[src/rtl/if_prefetch_stage.sv]
// ---------------------------------------------------------------------------
// if_prefetch_stage
//
// Decoupled instruction-fetch stage. Sequential word requests go to a
// synchronous instruction memory with a one-cycle read latency. Each
// response is buffered together with its PC in a small prefetch FIFO. The
// head of the FIFO is presented to ID over a valid/ready handshake. A branch
// redirect from EX flushes both the queued entries and the in-flight fetch.
//
// Parameters:
//   XLEN        width of PC, address and instruction
//   FIFO_DEPTH  prefetch queue entries (power of 2, >= 2)
//   RESET_PC    fetch PC loaded on reset
//
// Ports:
//   clk             clock
//   reset           synchronous, active-high reset
//   PCSrc           redirect request from EX, applied at the next clk edge
//   PC_Branch       redirect target (bits [1:0] are ignored)
//   imem_req        read request to instruction memory this cycle
//   imem_addr       word-aligned byte address of the request
//   imem_rdata      read data, valid one cycle after imem_req
//   IF_valid        PC_IF / INSTRUCTION_IF hold a fetched instruction
//   IF_ready        ID accepts the head instruction
//   PC_IF           PC of the head instruction (0 when IF_valid = 0)
//   INSTRUCTION_IF  head instruction (0 when IF_valid = 0)
//
// Build option:
//   IF_FETCH_BYPASS_EN  when defined, a response that arrives while the FIFO
//                       is empty drives the outputs in its arrival cycle,
//                       saving one cycle of fetch latency.
// ---------------------------------------------------------------------------
module if_prefetch_stage #(
    parameter int              XLEN       = 32,
    parameter int              FIFO_DEPTH = 4,
    parameter logic [XLEN-1:0] RESET_PC   = '0
) (
    input  logic            clk,
    input  logic            reset,
    input  logic            PCSrc,
    input  logic [XLEN-1:0] PC_Branch,
    output logic            imem_req,
    output logic [XLEN-1:0] imem_addr,
    input  logic [XLEN-1:0] imem_rdata,
    output logic            IF_valid,
    input  logic            IF_ready,
    output logic [XLEN-1:0] PC_IF,
    output logic [XLEN-1:0] INSTRUCTION_IF
);

    localparam int AW = $clog2(FIFO_DEPTH);
    localparam int CW = AW + 1;

    logic [XLEN-1:0] pc_mem    [FIFO_DEPTH];
    logic [XLEN-1:0] instr_mem [FIFO_DEPTH];
    logic [AW-1:0]   wr_ptr;
    logic [AW-1:0]   rd_ptr;
    logic [CW-1:0]   count;
    logic            inflight;
    logic [XLEN-1:0] inflight_pc;
    logic [XLEN-1:0] fetch_pc;

    logic [CW-1:0]   credit_used;
    logic            issue;
    logic            rsp_ok;
    logic            fifo_nonempty;
    logic            bypass_hit;
    logic            head_valid;
    logic            push;
    logic            pop;

    // The low target bits are architecturally ignored.
    logic [1:0]      unused_branch_bits;
    assign unused_branch_bits = PC_Branch[1:0];

    // Credit-based issue: a request is only sent when the FIFO is guaranteed
    // to have room for its response, counting the one still in flight. A pop
    // this cycle is not visible in count until next cycle, so the FIFO can
    // never overflow.
    always_comb begin
        credit_used   = count + CW'(inflight);
        issue         = !reset && !PCSrc && (credit_used < CW'(FIFO_DEPTH));
        rsp_ok        = !reset && inflight && !PCSrc;
        fifo_nonempty = (count != '0);
`ifdef IF_FETCH_BYPASS_EN
        bypass_hit    = rsp_ok && !fifo_nonempty;
`else
        bypass_hit    = 1'b0;
`endif
        head_valid    = fifo_nonempty || bypass_hit;
        pop           = !reset && fifo_nonempty && IF_ready;
        push          = rsp_ok && !(bypass_hit && IF_ready);
    end

    // Output mux: FIFO head when occupied, otherwise the bypassed response.
    // Everything is forced to zero whenever nothing valid is presented.
    always_comb begin
        imem_req       = issue;
        imem_addr      = fetch_pc;
        IF_valid       = !reset && head_valid;
        PC_IF          = '0;
        INSTRUCTION_IF = '0;
        if (IF_valid) begin
            if (fifo_nonempty) begin
                PC_IF          = pc_mem[rd_ptr];
                INSTRUCTION_IF = instr_mem[rd_ptr];
            end else begin
                PC_IF          = inflight_pc;
                INSTRUCTION_IF = imem_rdata;
            end
        end
    end

    // Control state: fetch PC, in-flight tracking and FIFO pointers. A
    // redirect empties the queue and, because rsp_ok is low, also drops the
    // response arriving in the same cycle.
    always_ff @(posedge clk) begin
        if (reset) begin
            fetch_pc    <= RESET_PC;
            inflight    <= 1'b0;
            inflight_pc <= '0;
            wr_ptr      <= '0;
            rd_ptr      <= '0;
            count       <= '0;
        end else begin
            inflight <= issue;
            if (issue) begin
                inflight_pc <= fetch_pc;
            end
            if (PCSrc) begin
                fetch_pc <= {PC_Branch[XLEN-1:2], 2'b00};
                wr_ptr   <= '0;
                rd_ptr   <= '0;
                count    <= '0;
            end else begin
                if (issue) begin
                    fetch_pc <= fetch_pc + XLEN'(4);
                end
                if (push) begin
                    wr_ptr <= wr_ptr + AW'(1);
                end
                if (pop) begin
                    rd_ptr <= rd_ptr + AW'(1);
                end
                case ({push, pop})
                    2'b10:   count <= count + CW'(1);
                    2'b01:   count <= count - CW'(1);
                    default: count <= count;
                endcase
            end
        end
    end

    // FIFO storage needs no reset; occupancy alone decides what is valid.
    always_ff @(posedge clk) begin
        if (push) begin
            pc_mem[wr_ptr]    <= inflight_pc;
            instr_mem[wr_ptr] <= imem_rdata;
        end
    end

endmodule

[config.mk]
export PLATFORM = sky130hd
export DESIGN_NAME = if_prefetch_stage
export DESIGN_NICKNAME = d
export VERILOG_FILES = /design/src/rtl/if_prefetch_stage.sv
export SDC_FILE = /design/constraint.sdc
export NUM_CORES = 1
export LEC_CHECK = 0
export BUFFER_PORTS_ARGS = -buffer_cell sky130_fd_sc_hd__buf_2
export CORE_MARGIN = 2
export CORE_UTILIZATION = 40
export DETAILED_ROUTE_END_ITERATION = 12
export PLACE_DENSITY_LB_ADDON = 0.1
export SYNTH_ARGS = -nofsm -noshare
export SYNTH_HDL_FRONTEND = slang
export SYNTH_SLANG_ARGS = --single-unit
[constraint.sdc]
create_clock -name clk -period 2.4 [get_ports clk]
set_input_delay 0.24 -clock clk [delete_from_list [all_inputs] [get_ports clk]]
set_output_delay 0.24 -clock clk [all_outputs]
set_load 0.005 [all_outputs]
==> key figures <==
Outcome
  – Status: finished clean

Layout
  – Final net count: 1099
  – Core Util, Final: 51.3%
  – Most frequent cells in the layout: edfxtp_1, buf_2, nand2_1
  – Diode count: 0
  – Share of cells above drive strength 1: 31.4%
  – Area growth syn-to-layout: 25.4%
  – Non-Filler Instances: 1444
  – Most common cell after layout, fill and taps aside: edfxtp_1

STA
  – Crit share post-route: 95.4%
  – Final Max Slew Viols: 0
  – Period minus WS final: between 2 and 2.5 ns
  – Worst Skew: 0.0136 ns
  – Final setup violation count: 0
  – Slew margin rel.: 52.3%
  – Setup TNS: 0 ns
  – Final Hold Viols: 0
  – RSZ-0062 raised after global routing: false
  – Worst-margin pin slew: 0.716 ns
  – Fmax: 437 MHz

Clock tree
  – Clk Latency, worst-skew pair: around 0.50 ns
  – Worst-path clk slew: 0.06 ns
  – Deepest clock path buffer count: 3
  – Total clock sinks: around 320
  – CTS tree: done
  – H-tree depth: 2
  – Num CTS Buffers: 36
  – CTS Root Cell: clkbuf_16

Drt
  – Wire per inst: between 15 and 20 um
  – Met2 WL post-DR: roughly 13000 um
  – DR top layer: met4
  – Drt total wl: roughly 28000 um
  – DR iter-0 viols: approximately 330
  – Routed wl met3: 1450 um
  – # DRC: 0
  – DRT met1 WL: approximately 13000 um
  – Pre-antenna DRT Iters: 5
  – Vias per cell: 5.14
  – Detailed-route via count: 7415
  – ANT nets after route: 0

Power
  – Power density over the cells: ~760 mW/mm^2
  – Total power: 12.0 mW
  – Peak supply drop: between 300 and 400 uV
  – Leak pwr: 5.69 nW

Floorplanning
  – Die width: approximately 180 um
  – Total die area: 0.0329 sq mm
  – Boundary pin count: 166
  – # rows: 64
  – Die height: about 180 um
  – CORE AREA: 0.0308 sq mm
  – Initial core utilization: 40.9%

Synth
  – Top_reg_cell synth: edfxtp_1
  – Register bit total from synthesis: 318
  – Register area share after synthesis: 70.2%
  – YS warnings: 0
  – Post-synth EDFFs: 248
  – Asr flop ratio synth: 0%
  – Mean area per synthesized cell: roughly 16 sq um
  – Synth Cell Area: 0.0126 sq mm
  – Synth cell types: 45
  – Mapped Cells: 793

Setup path
  – Worst Path Max Fanout: 8
  – Data arrival, critical path: 2.05 ns
  – Crit end category: output pin
  – Kind of critical path: reg2out
  – Required @ worst endpoint: 2.16 ns
  – Setup slack, reg-to-reg: 0.30 ns
  – Setup crit start kind: register
  – Worst reg-to-reg path cell count: 9

Global route
  – Vias in the first global route: between 7000 and 8000
  – GRT Residual Overflow: 0
  – Initial antenna violation count: 0
  – GRT Overall Usage: about 17%
  – Largest net degree at the start of global routing: 66
  – First-pass GRT wire length: 43800 um

Placed design
  – Port Buffers: 159
  – DP Wirelength: 17100 um
  – Inst Count DP: 1335
  – Placer congestion estimate: 0.743

Min path
  – WHS Path Cells: 3
  – Worst hold path class: in2reg

Run
  – Max Cap Viol: 0
## worst max-delay path, cell delays in order (launching register included)
cell	delay, ns
dfxtp_4	0.44
buf_4	0.26
mux4_2	0.52
and2_1	0.19
buf_2	0.13
## layout make-up
| class | instances | area (sq um) |
|---|---|---|
| timing repair buffer | 241 | 1710 |
| multi-input combinational | 414 | 3510 |
| clock inverter | 15 | 201 |
| inverter | 13 | 50.0 |
| tap | 396 | 495 |
| fill | 2640 | 15000 |
| sequential | 318 | 8860 |
| clock buffer | 47 | 983 |
## per-stage QoR
stage               setup slack, ns  area (sq um)  hold slack, ns
finish                        0.111         15800          0.0203
global route                 0.0118         15800          0.0134
CTS                          0.0416         15800        0.000777
detailed placement            0.330         14100           0.456
global placement              0.343         14100           0.458
floorplan                     0.189         12600           0.339
## cells in the mapped netlist, types with 2 or more instances
master	count	area share [%]
and4_1	3	0.21
nor3_1	9	0.36
nor2_1	28	0.83
buf_2	12	0.48
or3_1	5	0.25
and2_1	67	3.3
and3_1	4	0.20
o311ai_0	6	0.42
a21oi_1	35	1.4
buf_4	4	0.24
xnor2_1	19	1.3
ha_1	6	0.60
a31oi_1	10	0.50
o21ai_0	2	0.079
edfxtp_1	248	59
nand3_1	12	0.48
inv_1	11	0.33
nand4_1	5	0.25
o22ai_1	6	0.30
mux4_2	62	11
clkbuf_1	33	0.98
xor2_1	9	0.63
o31a_1	2	0.14
nand2_1	84	2.5
or4_1	3	0.18
nor4_2	6	0.60
dfxtp_1	70	11
a211oi_1	15	0.89
## repair_timing
item                                    in CTS  in global routing
endpoints found under the hold margin      141                  0
gates resized for setup                      1                  2
hold buffers                                45                  0
endpoints found under the setup margin      58                  2
buffers inserted                             2                  0
## sequential cells by signal, summed over array words and instances (netlist names), named ones only
signal / count
wr_ptr: 2
inflight_pc: 30
count: 3
instr_mem: 128
pc_mem: 120
inflight: 1
rd_ptr: 2
imem_addr: 30
## metal layers
metal  track usage [%]  up-vias
met5                 0        -
met4              3.97        0
met3              3.43       35
met2              27.9      211
met1              23.9     3701
li1                  -     3468
## cells by family after synthesis
family,after synthesis,share of synthesized area [%]
buf+inv,64,2.20
flops,318,70.2
compound gates,78,3.84
fa+ha+maj,7,0.755
simple gates,233,9.70
mux,63,11.2
xor+xnor,29,2.08
other cells,1,0.0298
## power breakdown
group / leakage (nW) / internal (mW) / switching (mW)
sequential: 3.00 / 5.98 / 0.0803
clock: 0.575 / 3.41 / 2.05
combinational: 2.11 / 0.211 / 0.221
total: 5.69 / 9.61 / 2.35
## path summary, 6_finish.rpt
kind / start / to
setup / recovery: register / PC_IF[20]
hold / removal: PC_Branch[19] / imem_addr[19]$_SDFFE_PP0P_
setup reg to reg: count[2]$_SDFFE_PN0P_ / count[2]$_SDFFE_PN0P_
hold reg to reg: inflight_pc[17]$_SDFFE_PP0P_ / inflight_pc[17]$_SDFFE_PP0P_
(Power assumes the default switching activity.)
